<file path="src/rtl/tpu_pkg.sv">
// Shared TPU definitions: array geometry defaults,
// index width derivation and the C-tile drain FSM states.
package tpu_pkg;

    localparam int M_DEF      = 8;
    localparam int N_DEF      = 8;
    localparam int DATA_W_DEF = 32;

    // Index width for a dimension of n entries, never narrower than 1 bit.
    function automatic int idx_w(input int n);
        return (n > 1) ? $clog2(n) : 1;
    endfunction

    typedef enum logic [1:0] {
        DR_IDLE = 2'd0,
        DR_REQ  = 2'd1,
        DR_WAIT = 2'd2,
        DR_FIN  = 2'd3
    } drain_state_e;

endpackage

</file>
<file path="src/rtl/c_tile_drain_if.sv">
// C-tile drain bus: C-SRAM read port plus the element output stream.
// master = drain engine, slave = SRAM/consumer side.
interface c_tile_drain_if
    import tpu_pkg::*;
#(
    parameter int DATA_W = DATA_W_DEF,
    parameter int ROW_W  = idx_w(M_DEF),
    parameter int COL_W  = idx_w(N_DEF)
);
    logic              c_rd_en;
    logic              c_rd_re;
    logic [ROW_W-1:0]  c_rd_row;
    logic [COL_W-1:0]  c_rd_col;
    logic [DATA_W-1:0] c_rd_rdata;
    logic              c_rd_rvalid;

    logic              out_valid;
    logic              out_ready;
    logic [DATA_W-1:0] out_data;
    logic [ROW_W-1:0]  out_row;
    logic [COL_W-1:0]  out_col;
    logic              out_last;

    modport master (
        output c_rd_en, c_rd_re, c_rd_row, c_rd_col,
        input  c_rd_rdata, c_rd_rvalid,
        output out_valid, out_data, out_row, out_col, out_last,
        input  out_ready
    );

    modport slave (
        input  c_rd_en, c_rd_re, c_rd_row, c_rd_col,
        output c_rd_rdata, c_rd_rvalid,
        input  out_valid, out_data, out_row, out_col, out_last,
        output out_ready
    );
endinterface

</file>
<file path="src/rtl/c_drain_fifo.sv">
// Two-entry output FIFO for drained C elements.
// Push and pop in the same cycle both take effect, even when full.
module c_drain_fifo #(
    parameter int W = 39
)(
    input  logic         clk,
    input  logic         rst,
    input  logic         push_i,
    input  logic [W-1:0] din_i,
    output logic         full_o,
    output logic         empty_o,
    output logic         valid_o,
    input  logic         ready_i,
    output logic [W-1:0] dout_o
);
    logic [W-1:0] mem_q [2];
    logic         wp_q;
    logic         rp_q;
    logic [1:0]   cnt_q;
    logic         pop;
    logic         wr;

    assign empty_o = (cnt_q == 2'd0);
    assign full_o  = (cnt_q == 2'd2);
    assign valid_o = !empty_o;
    assign dout_o  = mem_q[rp_q];
    assign pop     = valid_o && ready_i;
    assign wr      = push_i && (!full_o || pop);

    // Storage, pointers and occupancy update.
    always_ff @(posedge clk) begin
        if (rst) begin
            mem_q[0] <= '0;
            mem_q[1] <= '0;
            wp_q     <= 1'b0;
            rp_q     <= 1'b0;
            cnt_q    <= 2'd0;
        end else begin
            if (wr) begin
                mem_q[wp_q] <= din_i;
                wp_q        <= ~wp_q;
            end
            if (pop) begin
                rp_q <= ~rp_q;
            end
            cnt_q <= cnt_q + 2'(wr) - 2'(pop);
        end
    end
endmodule

</file>
<file path="src/rtl/c_tile_drain.sv">
// Drains an MxN C tile from C-SRAM in row-major order into a
// two-deep element stream, one read outstanding, with read timeout.
module c_tile_drain
    import tpu_pkg::*;
#(
    parameter int M       = M_DEF,
    parameter int N       = N_DEF,
    parameter int DATA_W  = DATA_W_DEF,
    parameter int ROW_W   = idx_w(M),
    parameter int COL_W   = idx_w(N),
    parameter int TMO_CYC = 2000
)(
    input  logic           clk,
    input  logic           rst,
    input  logic           start,
    output logic           busy,
    output logic           drain_done,
    output logic           err_tmo,
    c_tile_drain_if.master bus
);
    localparam int PW = DATA_W + ROW_W + COL_W + 1;
    localparam int TW = $clog2(TMO_CYC + 1);

    drain_state_e     state_q, state_d;
    logic [ROW_W-1:0] row_q, row_d;
    logic [COL_W-1:0] col_q, col_d;
    logic [TW-1:0]    tmo_q, tmo_d;
    logic             err_q, err_d;

    logic             is_last;
    logic             rd_req;
    logic             push;
    logic             done;
    logic             fifo_full;
    logic             fifo_empty;
    logic [PW-1:0]    fifo_din;
    logic [PW-1:0]    fifo_dout;

    assign is_last = (row_q == ROW_W'(M - 1)) && (col_q == COL_W'(N - 1));
    assign fifo_din = {bus.c_rd_rdata, row_q, col_q, is_last};

    // Drain sequencing: request, wait for data or timeout, finish.
    always_comb begin
        state_d = state_q;
        row_d   = row_q;
        col_d   = col_q;
        tmo_d   = tmo_q;
        err_d   = err_q;
        rd_req  = 1'b0;
        push    = 1'b0;
        done    = 1'b0;
        unique case (state_q)
            DR_IDLE: begin
                if (start) begin
                    row_d   = '0;
                    col_d   = '0;
                    err_d   = 1'b0;
                    state_d = DR_REQ;
                end
            end
            DR_REQ: begin
                if (!fifo_full) begin
                    rd_req  = 1'b1;
                    tmo_d   = '0;
                    state_d = DR_WAIT;
                end
            end
            DR_WAIT: begin
                if (bus.c_rd_rvalid) begin
                    push = 1'b1;
                    if (is_last) begin
                        state_d = DR_FIN;
                    end else begin
                        if (col_q == COL_W'(N - 1)) begin
                            col_d = '0;
                            row_d = row_q + 1'b1;
                        end else begin
                            col_d = col_q + 1'b1;
                        end
                        state_d = DR_REQ;
                    end
                end else if (tmo_q == TW'(TMO_CYC - 1)) begin
                    err_d   = 1'b1;
                    state_d = DR_FIN;
                end else begin
                    tmo_d = tmo_q + 1'b1;
                end
            end
            DR_FIN: begin
                if (fifo_empty) begin
                    done    = 1'b1;
                    state_d = DR_IDLE;
                end
            end
            default: state_d = DR_IDLE;
        endcase
    end

    // Control state registers.
    always_ff @(posedge clk) begin
        if (rst) begin
            state_q <= DR_IDLE;
            row_q   <= '0;
            col_q   <= '0;
            tmo_q   <= '0;
            err_q   <= 1'b0;
        end else begin
            state_q <= state_d;
            row_q   <= row_d;
            col_q   <= col_d;
            tmo_q   <= tmo_d;
            err_q   <= err_d;
        end
    end

    c_drain_fifo #(
        .W(PW)
    ) u_fifo (
        .clk     (clk),
        .rst     (rst),
        .push_i  (push),
        .din_i   (fifo_din),
        .full_o  (fifo_full),
        .empty_o (fifo_empty),
        .valid_o (bus.out_valid),
        .ready_i (bus.out_ready),
        .dout_o  (fifo_dout)
    );

    assign {bus.out_data, bus.out_row, bus.out_col, bus.out_last} = fifo_dout;

    assign bus.c_rd_en  = rd_req;
    assign bus.c_rd_re  = rd_req;
    assign bus.c_rd_row = row_q;
    assign bus.c_rd_col = col_q;

    assign busy       = (state_q != DR_IDLE);
    assign drain_done = done;
    assign err_tmo    = err_q;
endmodule

</file>
<file path="src/flat_wrapper.sv">
// flat-port wrapper written by rule: the top's interface ports become plain ports
module c_tile_drain_flat import tpu_pkg::*;
#(
    parameter int M       = M_DEF,
    parameter int N       = N_DEF,
    parameter int DATA_W  = DATA_W_DEF,
    parameter int ROW_W   = idx_w(M),
    parameter int COL_W   = idx_w(N),
    parameter int TMO_CYC = 2000
)
  (clk, rst, start, busy, drain_done, err_tmo, bus_c_rd_en, bus_c_rd_re, bus_c_rd_row, bus_c_rd_col, bus_c_rd_rdata, bus_c_rd_rvalid, bus_out_valid, bus_out_data, bus_out_row, bus_out_col, bus_out_last, bus_out_ready);
  c_tile_drain_if #(.DATA_W(DATA_W), .ROW_W(ROW_W), .COL_W(COL_W)) bus_i ();
  input  logic clk;
  input  logic rst;
  input  logic start;
  output logic busy;
  output logic drain_done;
  output logic err_tmo;
  output wire logic [$bits(bus_i.c_rd_en)-1:0] bus_c_rd_en;
  output wire logic [$bits(bus_i.c_rd_re)-1:0] bus_c_rd_re;
  output wire logic [$bits(bus_i.c_rd_row)-1:0] bus_c_rd_row;
  output wire logic [$bits(bus_i.c_rd_col)-1:0] bus_c_rd_col;
  input wire logic [$bits(bus_i.c_rd_rdata)-1:0] bus_c_rd_rdata;
  input wire logic [$bits(bus_i.c_rd_rvalid)-1:0] bus_c_rd_rvalid;
  output wire logic [$bits(bus_i.out_valid)-1:0] bus_out_valid;
  output wire logic [$bits(bus_i.out_data)-1:0] bus_out_data;
  output wire logic [$bits(bus_i.out_row)-1:0] bus_out_row;
  output wire logic [$bits(bus_i.out_col)-1:0] bus_out_col;
  output wire logic [$bits(bus_i.out_last)-1:0] bus_out_last;
  input wire logic [$bits(bus_i.out_ready)-1:0] bus_out_ready;
  assign bus_c_rd_en = bus_i.c_rd_en;
  assign bus_c_rd_re = bus_i.c_rd_re;
  assign bus_c_rd_row = bus_i.c_rd_row;
  assign bus_c_rd_col = bus_i.c_rd_col;
  assign bus_i.c_rd_rdata = bus_c_rd_rdata;
  assign bus_i.c_rd_rvalid = bus_c_rd_rvalid;
  assign bus_out_valid = bus_i.out_valid;
  assign bus_out_data = bus_i.out_data;
  assign bus_out_row = bus_i.out_row;
  assign bus_out_col = bus_i.out_col;
  assign bus_out_last = bus_i.out_last;
  assign bus_i.out_ready = bus_out_ready;
  c_tile_drain #(.M(M), .N(N), .DATA_W(DATA_W), .ROW_W(ROW_W), .COL_W(COL_W), .TMO_CYC(TMO_CYC)) u_core (.clk(clk), .rst(rst), .start(start), .busy(busy), .drain_done(drain_done), .err_tmo(err_tmo), .bus(bus_i));
endmodule
</file>
<file path="config.mk">
export PLATFORM = sky130hd
export DESIGN_NAME = c_tile_drain_flat
export DESIGN_NICKNAME = d
export VERILOG_FILES = /design/src/rtl/tpu_pkg.sv /design/src/rtl/c_tile_drain_if.sv /design/src/rtl/c_drain_fifo.sv /design/src/rtl/c_tile_drain.sv /design/src/flat_wrapper.sv
export SDC_FILE = /design/constraint.sdc
export NUM_CORES = 1
export LEC_CHECK = 0
export CORE_MARGIN = 5
export CORE_UTILIZATION = 45
export DETAILED_ROUTE_END_ITERATION = 10
export PLACE_DENSITY_LB_ADDON = 0.12
export SLEW_MARGIN = 20
export SYNTH_ARGS = -nofsm -noshare
export SYNTH_HDL_FRONTEND = slang
export SYNTH_HIERARCHICAL = 1
export SYNTH_SLANG_ARGS = --single-unit
</file>
<file path="constraint.sdc">
create_clock -name clk -period 8 [get_ports clk]
set_input_delay 1.6 -clock clk [delete_from_list [all_inputs] [get_ports clk]]
set_output_delay 1.6 -clock clk [all_outputs]
set_load 0.02 [all_outputs]
</file>
; Yosys cells after proc, flatten, opt, wreduce, memory -nomap -nowiden
; Memories as Yosys holds them, arrays and structs flattened. A register that Yosys moved wholly into a read port is not among the register bits.
; Cells that the tools add are included.
[word_totals]
word_cells = 90
romBits = 0
mem_count = 1
inputBits = 37
latchBits = 0
regBits = 24
mem_bits_rw = 78
[memory_table]
columns = name, depth, word_bits, rd, rd_clocked_by_memory_dff, wr, line_no
row1 = u_core.u_fifo.mem_q, 2, 39, 1, 1, 2, c_drain_fifo.sv:16  ; logic [W-1:0] mem_q [2];
[classes]
n_div = 0
mul = 0
shifts = 0
bitwise = 2
n_eq_ne = 17
magnitude_cmp = 0
n_mux = 40
n_reduce_logical = 17
n_addsub = 5
[op_table]
columns = op, count
row1 = $mux 39, 1
row2 = $reduce_or 39->1, 1
row3 = $mux 11, 3
row4 = $pmux 11 s2, 1
row5 = $mux 3, 7
row6 = $mux 1, 18
row7 = $reduce_and 4->1, 4
row8 = $ne 2x2->1 const B, 7
row9 = $mux 2, 6
row10 = $pmux 3 s2, 2
row11 = $add 11x1->11 const B, 1
row12 = $eq 11x11->1 const B, 1
row13 = $pmux 2 s4, 1
row14 = $add 3x1->3 const B, 2
row15 = $eq 2x2->1 const B, 3
row16 = $eq 3x3->1 const B, 2
row17 = $reduce_bool 2->1, 3
row18 = $reduce_and 5->1, 1
row19 = $logic_not 2->1, 2
row20 = $ne 2x1->1 const B, 2
row21 = $logic_and 1x1->1, 3
row22 = $ne 3x2->1 const B, 1
row23 = $add 2x1->2, 1
row24 = $eq 2x1->1 const B, 1
row25 = 5 further kinds, 7

; Longest topological paths before layout
; Gate-level depths: netlist of run 1.
[depth]
depth_word = 10
depth_mapped = 8
mapped_depth_nobuf = 7

; Hierarchy
; The synthesis of run 1 kept the hierarchy.
[modules_own_cells]
columns = module, cells_each, area_each_um2, instances
row1 = c_drain_fifo, 240, 3642.2, 1
row2 = c_tile_drain, 138, 1181.1, 1

; Worst setup path after synthesis of run 1
; No wires, ideal clock.
[synth_path]
kind = input to register
start = in bus_c_rd_rvalid
end = mem u_core.u_fifo.mem_q[0][0], enable pin
setup_slack_ps = 3835
path_stages = 3
setup_ps = 444
arrival_time_ps = 3722
path_buffers = 0
cell_sequence = and2_1 nand2b_1 o21bai_1
[synth_lines]
columns = item, line_no
row1 = start: declaration, flat_wrapper.sv:24  ; input wire logic [$bits(bus_i.c_rd_rvalid)-1:0] bus_c_rd_rvalid;
row2 = end: declaration, c_drain_fifo.sv:16

==> flow_summary.json, run 1 <==
{
  "status": "complete, no violations",
  "powerDensity_mw_per_mm2": 233,
  "remaining_drc_errors": 0,
  "timing.rr.end": "u_core/u_fifo/mem_q[1][14]$_SDFFCE_PN0P_",
  "synth_area_leaders": "edfxtp_1, and2_1, dfxtp_1, mux2_2, ha_1",
  "synth.distinct_cells": 55,
  "finalCritPeriodShare": 0.502,
  "synthXorXnorAreaFrac": 0.00182,
  "track_usage": 0.148,
  "finalCriticalPeriod_ns": 4.01,
  "dp_hpwl_um": 6160,
  "wl_met3_um": 429,
  "critPathCaptureType": "register",
  "reg2reg_slack_ns": 4.82,
  "synth_top_area_cell": "edfxtp_1",
  "top_layer": "met4",
  "core_area_mm2": 0.0104,
  "clock-root-buffer": "clkbuf_8",
  "synth-warning-count": 6,
  "netlist_instances": 378,
  "seq_area_frac_synth": 0.589,
  "clk_latency_ns": 0.36,
  "worstSetupPathType": "in2reg",
  "pin_count": 88,
  "rows": 37,
  "grt_overflow": 0,
  "min_path_type": "reg2reg",
  "grt_start_max_net_pins": 41,
  "synth.cell_area_mm2": 0.00482,
  "stdcell_count": 601,
  "max_stage_delay_ns": 0.84,
  "synth_mux_area_frac": 0.0988,
  "drtIter0Drc": 108,
  "post-route-util": 0.577,
  "synth_top_family_by_area": "simple AND/OR/NAND/NOR gates",
  "dr_wl_met2_um": 4560,
  "cts_buffers": 9,
  "path_cells": "clkdlybuf4s50_1 > and2_1 > nand2_1 > nor3_4 > buf_4 > or2_2",
  "synth-adder-area-share": 0.0156,
  "cts.hold.buffers_added": 0,
  "clkPwrFrac": 0.214,
  "rr_worst_depth": 6,
  "antenna_cells": 0,
  "numClockSinks": 103,
  "wl_met1_um": 4340,
  "max_freq_ghz": 0.249,
  "ctsLongestPathBuffers": 2,
  "cts_max_level": 3,
  "drt_wl_total_um": 9430,
  "clk_pin_slew_ns": 0.10,
  "tritoncts": "built",
  "antenna_found_initial": 0,
  "whs_ns": 0.512,
  "wl_per_cell_um": 15.7,
  "gp_congestion": 0.785,
  "via_count": 3067,
  "p_int_uw": 956,
  "cts_resized": 0,
  "dp_cells": 585,
  "worstHoldStart": "u_core/tmo_q[1]$_SDFFE_PP0P_",
  "grt_pass1_vias": 3013,
  "io_buffers": 87,
  "pwr-share-seq": 0.487,
  "worstPathRequired_ns": 7.98,
  "firstDrtPassIters": 4,
  "syn_avg_cell_area_um2": 12.8,
  "crit_fanout": 40,
  "async_reset_ff_frac": 0,
  "p_leak_nw": 2.22,
  "drt.antenna.violating_nets": 0,
  "holdPathStages": 2,
  "hold_viol_final": 0,
  "p_switching_uw": 439,
  "arrival_ns": 4.00,
  "p_comb_frac": 0.299,
  "slew_viol_final": 0,
  "relSlewSlack": 0.341,
  "synth_edf_count": 78,
  "r2r-start": "u_core/state_q[1]$_SDFFE_PP0P_",
  "tns_ns": 0,
  "synth_top_area_frac": 0.486,
  "max-cap-violations": 0,
  "rsz0062_at_grt": "no",
  "ys.flop_type": "edfxtp_1",
  "finalClockSkew_ns": 0.0148,
  "die_area_mm2": 0.0129,
  "ir_drop_v": 0.000125,
  "cts_setup_buffers": 0,
  "yosys.area_share.simple": 0.212,
  "die_y_um": 114,
  "avgViaCountPerCell": 5.10,
  "die_x_um": 114,
  "synth_compound_area_frac": 0.0565,
  "synth_seq_cells": 103,
  "finalSetupViolCount": 0,
  "slowest_stage": "or2_2",
  "fin_nets": 503,
  "layout_common_cells": "clkdlybuf4s50_1, and2_1, edfxtp_1, mux2_2, dfxtp_1",
  "cp-start-kind": "primary input",
  "grt_pass1_wl_um": 15100,
  "tightest_slew_ns": 0.989,
  "mostFrequentLayoutCell": "clkdlybuf4s50_1",
  "min_delay_worst_endpoint": "u_core/tmo_q[1]$_SDFFE_PP0P_",
  "drive_above_1_share": 0.157,
  "initial_core_util": 0.465,
  "area_delta_synth_final_pct": 24.2,
  "switching_share": 0.315,
  "syn-num-nets": 421
}
==> cell type report <==
cell class | instances | area [um2]
clock buffer | 9 | 124
clock inverter | 7 | 55.1
fill | 879 | 4380
inverter | 6 | 22.5
multi-input combinational | 249 | 1870
sequential | 103 | 2840
tap | 136 | 170
timing repair buffer | 91 | 901
==> cell families after synthesis <==
logic type | after synthesis
AO/OA/AOI/OAI | 39
XOR/XNOR | 1
adder cells (fa/ha/maj) | 6
buffers and inverters | 26
flip-flops | 103
multiplexers | 42
AND/OR/NAND/NOR | 161
==> state kept, by name (all words and copies together), names as in the netlist, named ones only <==
register             count
u_core/bus.c_rd_col      3
u_core/bus.c_rd_row      3
u_core/err_tmo           1
u_core/state_q           2
u_core/tmo_q            11
u_core/u_fifo/cnt_q      2
u_core/u_fifo/mem_q     78
u_core/u_fifo/rp_q       1
u_core/u_fifo/wp_q       1
==> power groups by stage <==
stage / Clock, mW / Sequential (mW) / Combinational (mW)
detailed placement: 0 / 0.694 / 0.423
CTS: 0.313 / 0.681 / 0.425
global route: 0.340 / 0.690 / 0.449
global placement: 0 / 0.691 / 0.421
finish: 0.298 / 0.679 / 0.417
floorplan: 0 / 0.654 / 0.286
==> critical path, delay by kind of cell <==
| family | cells | cell delay (ns) |
|---|---|---|
| AND/OR/NAND/NOR | 4 | 1.38 |
| buffers and inverters | 2 | 0.97 |
==> worst max path at each step <==
stage                     from                                  endpoint  slack (ns)  cells past startpoint
3_3_place_gp   bus_c_rd_rvalid  u_core/u_fifo/mem_q[1][14]$_SDFFCE_PN0P_        3.66                      6
5_1_grt        bus_c_rd_rvalid  u_core/u_fifo/mem_q[1][38]$_SDFFCE_PN0P_        3.79                      6
4_1_cts        bus_c_rd_rvalid  u_core/u_fifo/mem_q[1][31]$_SDFFCE_PN0P_        3.95                      6
2_1_floorplan  bus_c_rd_rvalid   u_core/u_fifo/mem_q[0][0]$_SDFFCE_PN0P_        3.83                      3
3_5_place_dp   bus_c_rd_rvalid  u_core/u_fifo/mem_q[1][22]$_SDFFCE_PN0P_        3.58                      6
6_report       bus_c_rd_rvalid  u_core/u_fifo/mem_q[1][14]$_SDFFCE_PN0P_        3.99                      6
==> synthesized netlist by cell type (all sizes together) (7+ instances only) <==
master  number
nand2       11
nand3        7
nor2b        8
clkbuf      12
o21ai        7
a21oi       14
edfxtp      78
nand2b       7
and2        81
mux2        42
dfxtp       25
nor2         9
buf          8
==> per-layer routing <==
layer  vias up  track usage
li1       1521            -
met4         0       0.0505
met1      1468        0.196
met5         -            0
met3        10       0.0302
met2        68        0.244
==> metrics by stage <==
stage	cell area [um2]	power (mW)	setup WS, ns
after floorplan	4820	0.940	3.83
after global placement	5810	1.11	3.66
after detailed placement	5810	1.12	3.58
after CTS	5990	1.42	3.95
after global routing	5990	1.48	3.79
final	5990	1.39	3.99
(Power assumes the default switching activity.)
==> run 2, diff against run 1 <==
clock period = 3.75 ns   (was 8 ns; I/O delays follow)
==> flow_summary.json, run 2 (synthesized netlist as in run 1, its figures left out) <==
{
  "status": "complete, no violations",
  "max_freq_ghz": 0.324,
  "clk_pin_slew_ns": 0.10,
  "grt_start_max_net_pins": 41,
  "rsz0062_at_grt": "no",
  "cts_resized": 0,
  "drt.antenna.violating_nets": 0,
  "path_cells": "and2b_1 > or3b_1 > inv_1 > clkdlybuf4s50_1",
  "worstPathRequired_ns": 3.00,
  "nFillCells": 877,
  "top_layer": "met4",
  "drtIter0Drc": 142,
  "whs_ns": 0.511,
  "arrival_ns": 2.34,
  "cp-start-kind": "register",
  "worstSetupPathType": "reg2out",
  "pre_cts_slack_ns": 0.849,
  "multi_input_area_mm2": 0.00187,
  "fin_ws_ns": 0.661,
  "antenna_found_initial": 0,
  "numClockSinks": 103,
  "cts_buffers": 9,
  "gp_congestion": 0.810,
  "dp_cells": 589,
  "ctsLongestPathBuffers": 2,
  "tns_ns": 0,
  "stdcell_count": 605,
  "max_stage_delay_ns": 0.63,
  "remaining_drc_errors": 0,
  "clkPwrFrac": 0.213,
  "fin_nets": 507,
  "ir_drop_v": 0.000262,
  "tritoncts": "built",
  "mostFrequentLayoutCell": "clkdlybuf4s50_1",
  "largestRegisters": "u_core/u_fifo/mem_q: 78 flops, u_core/tmo_q: 11 flops",
  "relSlewSlack": 0.582,
  "worstHoldStart": "u_core/tmo_q[1]$_SDFFE_PP0P_",
  "cts_max_level": 3,
  "grt_pass1_wl_um": 15500,
  "slowest_stage": "clkdlybuf4s50_1",
  "grt_overflow": 0,
  "core_area_mm2": 0.0104,
  "critPathCaptureType": "primary output",
  "die_x_um": 114,
  "clk_latency_ns": 0.36,
  "initial_core_util": 0.465,
  "cts.hold.buffers_added": 0,
  "switching_share": 0.315,
  "via_count": 3107,
  "dp_hpwl_um": 6250,
  "drive_above_1_share": 0.164,
  "track_usage": 0.152,
  "p_leak_nw": 2.24,
  "layout_common_cells": "clkdlybuf4s50_1, and2_1, edfxtp_1, mux2_2, dfxtp_1",
  "die_y_um": 114,
  "p_switching_uw": 943,
  "slew_viol_final": 0,
  "finalSetupViolCount": 0,
  "wl_met1_um": 4400,
  "area_delta_synth_final_pct": 24.8,
  "cts_setup_buffers": 0,
  "r2r-start": "u_core/state_q[1]$_SDFFE_PP0P_",
  "rows": 37,
  "finalCriticalPeriod_ns": 3.09,
  "powerDensity_mw_per_mm2": 498,
  "avgViaCountPerCell": 5.14,
  "pwr-share-seq": 0.470,
  "clock-root-buffer": "clkbuf_8",
  "crit_start": "u_core/u_fifo/cnt_q[0]$_SDFF_PP0_",
  "pin_count": 88,
  "dr_wl_met2_um": 4580,
  "wl_per_cell_um": 15.7,
  "largest_register": "u_core/u_fifo/mem_q",
  "max-cap-violations": 0,
  "antenna_cells": 0,
  "min_path_type": "reg2reg",
  "io_buffers": 87,
  "tightest_slew_ns": 0.626,
  "p_int_mw": 2.06,
  "hold_viol_final": 0,
  "finalClockSkew_ns": 0.0126,
  "seqCellArea_mm2": 0.00284,
  "firstDrtPassIters": 4,
  "wl_met3_um": 411,
  "reg2reg_slack_ns": 1.11,
  "largest_register_ffs": 78,
  "drt_wl_total_um": 9510,
  "die_area_mm2": 0.0129,
  "grt_pass1_vias": 3148,
  "finalCritPeriodShare": 0.824,
  "crit_fanout": 7,
  "p_comb_frac": 0.317
}
run 2: final timing paths:
kind                                               to  depth (start not counted)
min                      u_core/tmo_q[1]$_SDFFE_PP0P_                          2
max                                       bus_c_rd_re                          4
max reg2reg  u_core/u_fifo/mem_q[1][28]$_SDFFCE_PN0P_                          6
min reg2reg              u_core/tmo_q[1]$_SDFFE_PP0P_                          2
run 2: routing by layer:
| layer | track usage | vias to the layer above |
|---|---|---|
| met1 | 0.200 | 1486 |
| met5 | 0 | - |
| li1 | - | 1539 |
| met4 | 0.0529 | 0 |
| met2 | 0.250 | 72 |
| met3 | 0.0297 | 10 |
run 2: final cells by class:
class / count / share of cell area
clock buffer: 10 / 0.0212
clock inverter: 6 / 0.00852
inverter: 6 / 0.00374
multi-input combinational: 249 / 0.311
sequential: 103 / 0.473
tap: 136 / 0.0283
timing repair buffer: 95 / 0.155
run 2: worst max-delay path: cells and delay by family (launching register included):
family	cells	cell delay (ns)
buf+inv	2	0.81
flops	1	0.47
simple gates	2	0.71
run 2: power groups by stage:
stage	logic [mW]	clock network (mW)	registers, mW
5_1_grt	1.03	0.715	1.43
3_3_place_gp	0.951	0	1.43
2_1_floorplan	0.610	0	1.39
4_1_cts	0.966	0.664	1.41
3_5_place_dp	0.960	0	1.44
6_report	0.951	0.638	1.41
run 2: through the flow:
step	total power, mW	cell area [um2]	utilization
global placement	2.38	5840	0.563
floorplan	2.00	4820	-
finish	3.00	6020	0.580
detailed placement	2.40	5840	0.563
CTS	3.04	6020	0.580
global route	3.17	6020	0.580
